File: src/rtl/dc_cal_pkg.sv
// ============================================================================
// dc_cal_pkg : shared types and helpers for the DC-offset calibration block
// Revision   : 1.0  initial release
// ============================================================================
`default_nettype none

package dc_cal_pkg;

    localparam int DAC_W    = 6;
    localparam int SIGN_BIT = 5;
    localparam int MAG_W    = 5;

    typedef enum logic [2:0] {
        ST_IDLE   = 3'd0,
        ST_SETTLE = 3'd1,
        ST_ACCUM  = 3'd2,
        ST_DECIDE = 3'd3,
        ST_FINISH = 3'd4
    } cal_state_t;

    typedef enum logic [1:0] {
        AVG_IDLE   = 2'd0,
        AVG_SETTLE = 2'd1,
        AVG_ACCUM  = 2'd2
    } avg_state_t;

    // Sign-magnitude pack; a zero magnitude never carries a negative sign.
    function automatic logic [DAC_W-1:0] sm_encode(input logic sign,
                                                   input logic [MAG_W-1:0] mag);
        return (mag == '0) ? '0 : {sign, mag};
    endfunction

endpackage

`default_nettype wire

File: src/rtl/dc_cal_avg.sv
// ============================================================================
// dc_cal_avg : settle delay, N-sample ADC accumulator and mid-code comparator
// Revision   : 1.0  initial release
// ============================================================================
`default_nettype none

module dc_cal_avg
    import dc_cal_pkg::*;
#(
    parameter int ADC_W         = 8,
    parameter int MID_CODE      = 128,
    parameter int LOG2_N        = 4,
    parameter int SETTLE_CYCLES = 32
) (
    input  logic             clock,
    input  logic             reset_n,
    input  logic             restart,
    input  logic             adc_valid,
    input  logic [ADC_W-1:0] adc_data,
    output logic             settled,
    output logic             decision_valid,
    output logic             above
);

    localparam int SUM_W  = ADC_W + LOG2_N;
    localparam int SCNT_W = $clog2(SETTLE_CYCLES + 1);

    localparam logic [SCNT_W-1:0] SETTLE_LAST = SCNT_W'(SETTLE_CYCLES - 1);
    localparam logic [LOG2_N-1:0] LAST_SAMPLE = '1;
    localparam logic [SUM_W-1:0]  THRESH      = SUM_W'(MID_CODE) << LOG2_N;

    avg_state_t        state;
    avg_state_t        state_nx;
    logic [SCNT_W-1:0] settle_cnt;
    logic [LOG2_N-1:0] sample_cnt;
    logic [SUM_W-1:0]  sum;
    logic [SUM_W-1:0]  sum_next;
    logic              above_q;

    assign sum_next       = sum + SUM_W'(adc_data);
    assign settled        = (state == AVG_SETTLE) && (settle_cnt == SETTLE_LAST);
    assign decision_valid = (state == AVG_ACCUM) && adc_valid && (sample_cnt == LAST_SAMPLE);
    assign above          = above_q;

    always_comb begin
        state_nx = state;
        case (state)
            AVG_SETTLE: if (settle_cnt == SETTLE_LAST) state_nx = AVG_ACCUM;
            AVG_ACCUM:  if (decision_valid)            state_nx = AVG_IDLE;
            default:    state_nx = state;
        endcase
        if (restart) state_nx = AVG_SETTLE;
    end

    always_ff @(posedge clock or negedge reset_n) begin
        if (!reset_n) begin
            state      <= AVG_IDLE;
            settle_cnt <= '0;
            sample_cnt <= '0;
            sum        <= '0;
            above_q    <= 1'b0;
        end else begin
            state <= state_nx;
            if (restart) begin
                settle_cnt <= '0;
                sample_cnt <= '0;
                sum        <= '0;
            end else begin
                if (state == AVG_SETTLE) settle_cnt <= settle_cnt + SCNT_W'(1);
                if ((state == AVG_ACCUM) && adc_valid) begin
                    sum        <= sum_next;
                    sample_cnt <= sample_cnt + LOG2_N'(1);
                end
                // Strict compare: an exact tie with the target reads as "not above".
                if (decision_valid) above_q <= (sum_next > THRESH);
            end
        end
    end

endmodule

`default_nettype wire

File: src/rtl/dc_offset_cal.sv
// ============================================================================
// dc_offset_cal : SAR DC-offset calibration controller for a 6-bit SM DAC
// Revision      : 1.0  initial release
// ============================================================================
`default_nettype none

module dc_offset_cal
    import dc_cal_pkg::*;
#(
    parameter int ADC_W         = 8,
    parameter int MID_CODE      = 128,
    parameter int LOG2_N        = 4,
    parameter int SETTLE_CYCLES = 32
) (
    input  logic             clock,
    input  logic             reset_n,
    input  logic             start,
    input  logic             adc_valid,
    input  logic [ADC_W-1:0] adc_data,
    input  logic             override_en,
    input  logic [5:0]       override_code,
    output logic [5:0]       current_dac,
    output logic             busy,
    output logic             done,
    output logic [5:0]       cal_code
);

    localparam int IDX_W = $clog2(MAG_W);
    localparam logic [IDX_W-1:0] TOP_IDX   = IDX_W'(MAG_W - 1);
    localparam logic [MAG_W-1:0] FIRST_MAG = MAG_W'(1) << (MAG_W - 1);

    cal_state_t       state;
    cal_state_t       state_nx;
    logic [DAC_W-1:0] trial_code;
    logic [DAC_W-1:0] trial_next;
    logic [DAC_W-1:0] cal_code_q;
    logic [IDX_W-1:0] bit_idx;
    logic             sign_phase;
    logic             done_q;
    logic             restart;
    logic             settled;
    logic             decision_valid;
    logic             above;
    logic             last_bit;
    logic             keep;
    logic [MAG_W-1:0] trial_mag;
    logic [MAG_W-1:0] mag_kept;
    logic [MAG_W-1:0] bit_mask;
    logic [MAG_W-1:0] next_mask;

    dc_cal_avg #(
        .ADC_W         (ADC_W),
        .MID_CODE      (MID_CODE),
        .LOG2_N        (LOG2_N),
        .SETTLE_CYCLES (SETTLE_CYCLES)
    ) u_avg (
        .clock          (clock),
        .reset_n        (reset_n),
        .restart        (restart),
        .adc_valid      (adc_valid),
        .adc_data       (adc_data),
        .settled        (settled),
        .decision_valid (decision_valid),
        .above          (above)
    );

    // SAR step: with a negative trim the residual has not crossed while still above,
    // with a positive trim while still not above.
    assign trial_mag = trial_code[MAG_W-1:0];
    assign last_bit  = !sign_phase && (bit_idx == '0);
    assign keep      = trial_code[SIGN_BIT] ? above : !above;
    assign bit_mask  = MAG_W'(1) << bit_idx;
    assign next_mask = MAG_W'(1) << (bit_idx - IDX_W'(1));
    assign mag_kept  = keep ? trial_mag : (trial_mag & ~bit_mask);

    always_comb begin
        trial_next = trial_code;
        if (sign_phase)
            trial_next = {above, FIRST_MAG};
        else if (last_bit)
            trial_next = sm_encode(trial_code[SIGN_BIT], mag_kept);
        else
            trial_next = {trial_code[SIGN_BIT], mag_kept | next_mask};
    end

    always_comb begin
        state_nx = state;
        restart  = 1'b0;
        if (override_en) begin
            state_nx = ST_IDLE;
        end else begin
            case (state)
                ST_IDLE: begin
                    if (start) begin
                        state_nx = ST_SETTLE;
                        restart  = 1'b1;
                    end
                end
                ST_SETTLE: if (settled)        state_nx = ST_ACCUM;
                ST_ACCUM:  if (decision_valid) state_nx = ST_DECIDE;
                ST_DECIDE: begin
                    if (last_bit) begin
                        state_nx = ST_FINISH;
                    end else begin
                        state_nx = ST_SETTLE;
                        restart  = 1'b1;
                    end
                end
                ST_FINISH: state_nx = ST_IDLE;
                default:   state_nx = ST_IDLE;
            endcase
        end
    end

    always_ff @(posedge clock or negedge reset_n) begin
        if (!reset_n) begin
            state <= ST_IDLE;
        end else begin
            state <= state_nx;
        end
    end

    always_ff @(posedge clock or negedge reset_n) begin
        if (!reset_n) begin
            trial_code <= '0;
            cal_code_q <= '0;
            bit_idx    <= '0;
            sign_phase <= 1'b0;
            done_q     <= 1'b0;
        end else begin
            done_q <= 1'b0;
            if (!override_en) begin
                case (state)
                    ST_IDLE: begin
                        if (start) begin
                            trial_code <= '0;
                            sign_phase <= 1'b1;
                            bit_idx    <= TOP_IDX;
                        end
                    end
                    ST_DECIDE: begin
                        trial_code <= trial_next;
                        if (sign_phase) begin
                            sign_phase <= 1'b0;
                            bit_idx    <= TOP_IDX;
                        end else if (!last_bit) begin
                            bit_idx <= bit_idx - IDX_W'(1);
                        end
                    end
                    ST_FINISH: begin
                        cal_code_q <= trial_code;
                        done_q     <= 1'b1;
                    end
                    default: ;
                endcase
            end
        end
    end

    assign busy        = (state != ST_IDLE);
    assign done        = done_q;
    assign cal_code    = cal_code_q;
    assign current_dac = override_en ? override_code : (busy ? trial_code : cal_code_q);

endmodule

`default_nettype wire

File: config.mk
export PLATFORM = sky130hd
export DESIGN_NAME = dc_offset_cal
export DESIGN_NICKNAME = d
export VERILOG_FILES = /design/src/rtl/dc_cal_pkg.sv /design/src/rtl/dc_cal_avg.sv /design/src/rtl/dc_offset_cal.sv
export SDC_FILE = /design/constraint.sdc
export NUM_CORES = 1
export LEC_CHECK = 0
export CAP_MARGIN = 20
export CORE_MARGIN = 5
export CORE_UTILIZATION = 30
export CTS_CLUSTER_SIZE = 30
export DETAILED_ROUTE_END_ITERATION = 10
export SLEW_MARGIN = 20
export SYNTH_ARGS = -nofsm -noshare
export SYNTH_HDL_FRONTEND = slang
export SYNTH_HIERARCHICAL = 1
export SYNTH_SLANG_ARGS = --single-unit
File: constraint.sdc
create_clock -name clock -period 3 [get_ports clock]
set_clock_uncertainty 0.05 [all_clocks]
set_input_delay 0.9 -clock clock [delete_from_list [all_inputs] [get_ports clock]]
set_output_delay 0.9 -clock clock [all_outputs]
set_load 0.01 [all_outputs]
==> summary.txt <==
FFs w/ async S/R, synth -> 100%
status -> finished, final reports clean
Hold Violations, Final -> 0
first-pass GRT wire length -> 11.2 mm
Max-cap violations -> 0
antenna viol nets, final -> 0
post-layout util -> 39.2%
final worst path period need -> 2.90 ns
Synth Register Bits -> 45
WHS Endpoint -> u_avg/state[0]
Comb pwr share -> 13.2%
Max Fclk -> 345 MHz
Placed Instances -> 456
CP required -> 3.13 ns
internal power -> 1.06 mW
Post-CTS Hold Fix Bufs -> 0
initial DRC count -> 120
Crit Path Category -> input port to flop
Root Buffer -> clkbuf_8
Placed Area -> 0.00343 mm^2
wire per inst -> 13.3 um
die area -> 0.0113 mm^2
vias in the first global route -> 2428
Critical Path Start Type -> input port
Placer Congestion -> 0.819
pin count of the biggest net entering global routing -> 46
Synth top area share -> 40.3%
final HPWL from detailed placement -> 4.63 mm
syn_nets -> 328
Overall Power -> 1.40 mW
Leakage Power -> 1.66 nW
fin area -> 0.00358 mm^2
DR DRC count -> 0
Initial Utilization -> 30.5%
Seq pwr share -> 47.1%
Synth area leader -> dfrtp_1
clk buf depth -> 2
largest cells by area after synthesis -> dfrtp_1 40%, ha_1 6.7%, nand2_1 5.0%, nor2_1 3.9%, mux2i_1 3.6%
GRT Overall Usage -> 12.1%
Antenna diodes -> 0
CTS sink count -> 45
Die X -> 107 um
first drt pass iteration count -> 4
Pwr Density -> 390 mW/mm^2
R2R depth -> 11
core area -> 0.00915 mm^2
Sw Pwr -> 338 uW
count leader, synth -> dfrtp_1
Final nets -> 389
Worst Path Max Fanout -> 5
min-delay worst type -> flop to flop
hold_sp -> u_avg/state[0]
initial antenna violation count -> 0
FF-to-FF End -> u_avg/above
Ys Warns -> 6
FP Rows -> 35
Synth-to-Final Area Change -> 28.2%
DR vias -> 2329
Rel. slew slack -> 60.6%
Mapped Area -> 0.00280 mm^2
R2R setup slack -> 0.30 ns
Worst-Margin Slew -> 0.591 ns
Routed WL -> 6.20 mm
Commonest cells post-synth -> 45 x dfrtp_1, 37 x nand2_1, 29 x nor2_1
setup TNS -> 0 ns
Critical Path AT -> 3.02 ns
TritonCTS clock tree -> yes
crit end category -> flop
TritonCTS Buffers -> 5
syn_area_per_cell -> 9.54 um^2
RSZ-0062 raised after global routing -> no
clk slew on worst S/H paths -> 0.08 ns
layout cells sized above 1 -> 17.7%
Yosys cell types -> 58
worst r2r src -> bit_idx[1]
number of flops mapped to enable cells by yosys -> 0
Setup crit start -> adc_data[2]
Syn Inst Count -> 293
worst skew pair latency -> 0.31 ns
Max IR drop VDD -> 0.235 mV
Min-Delay Path Depth -> 1
Die Span Y -> 107 um
final setup fails -> 0
Clock Power Share -> 39.7%
sequential share of the synthesized area -> 40.3%
max-slew violation count -> 0
Primary FF master, synth -> dfrtp_1
sw frac -> 24.1%
I/O Buffers -> 32
Ports -> 33
fin crit share -> 96.6%
Vias/cell -> 5.00
htree depth -> 2
overall overflow remaining after global route -> 0
fin cells -> 466
[kinds of logic (layout without fill, tap and decap cells)]
logic type / count (synthesis) / after routing / share of synthesized area, %
XOR/XNOR: 19 / 19 / 5.95
adder cells (fa/ha/maj): 16 / 16 / 7.43
multiplexers: 16 / 16 / 6.00
AO/OA/AOI/OAI: 62 / 62 / 15.4
AND/OR/NAND/NOR: 113 / 113 / 21.4
flip-flops: 45 / 45 / 40.3
buffers and inverters: 22 / 84 / 3.54
[cell usage in the layout, fill, tap and decap left out, types with 5 or more instances in the layout]
| master | count |
|---|---|
| a22o_1 | 5 |
| a21oi_1 | 13 |
| clkbuf_8 | 5 |
| xnor2_1 | 10 |
| nor2b_1 | 5 |
| mux2_2 | 6 |
| o21ai_0 | 16 |
| buf_4 | 34 |
| dlygate4sd2_1 | 8 |
| dfrtp_1 | 45 |
| inv_1 | 10 |
| clkdlybuf4s50_1 | 23 |
| xor2_1 | 9 |
| mux2i_1 | 10 |
| nand2_1 | 37 |
| nor2_1 | 29 |
| ha_1 | 14 |
| nor3_1 | 9 |
[power by group through the flow]
stage / Clock [mW] / Combinational [mW] / Sequential [mW]
global placement: 0 / 0.189 / 0.669
finish: 0.556 / 0.185 / 0.659
CTS: 0.575 / 0.188 / 0.659
floorplan: 0 / 0.109 / 0.665
detailed placement: 0 / 0.190 / 0.671
global route: 0.600 / 0.212 / 0.664
[repair_timing]
item                                    in CTS  in global routing
endpoints found under the setup margin       7                  1
buffers inserted                             2                  0
pin swaps                                   11                  2
gates resized for setup                     10                  1
hold endpoints to repair                     0                  0
[critical path, stage by stage]
cell and delay [ns]:
clkdlybuf4s50_1 0.48, ha_1 0.20, a211oi_1 0.07, buf_4 0.15, o31ai_2 0.30, a41o_1 0.33
a41oi_1 0.15, o41ai_1 0.38, a31oi_1 0.07
[metal layers]
metal,GRT usage [%],wire [um],up-vias
li1,-,-,1162
met1,14.8,2880,1097
met2,20.6,2900,54
met3,2.98,288,16
met4,4.11,131,0
met5,0,0,-
[layout make-up]
type                       instances  area [um^2]
fill                             914         5570
multi-input combinational        226         1580
sequential                        45         1130
timing repair buffer              66          561
tap                              111          139
clock buffer                       5         68.8
clock inverter                     3         68.8
inverter                          10         37.5
[worst max-delay path by stage]
| stage | endpoint | slack (ns) | cells after the start |
|---|---|---|---|
| after global placement | u_avg/above | -0.46 | 9 |
| after floorplan | u_avg/above | 0.03 | 8 |
| after global routing | current_dac[3] | 0.03 | 4 |
| final | u_avg/above | 0.10 | 9 |
| after detailed placement | u_avg/above | -0.47 | 9 |
| after CTS | u_avg/above | 0.07 | 8 |
[metrics by stage]
stage	hold WS [ns]	setup WS [ns]
global route	0.511	0.0262
global placement	0.443	-0.457
finish	0.468	0.102
CTS	0.472	0.0671
detailed placement	0.452	-0.469
floorplan	0.428	0.0251
[flip-flops by register name (all words and copies together) (netlist names)]
register          cells
bit_idx               3
cal_code              6
done                  1
sign_phase            1
state                 3
trial_code            6
u_avg/above           1
u_avg/sample_cnt      4
u_avg/settle_cnt      6
u_avg/state           2
u_avg/sum            12
Power figures use the tool's default switching activity.
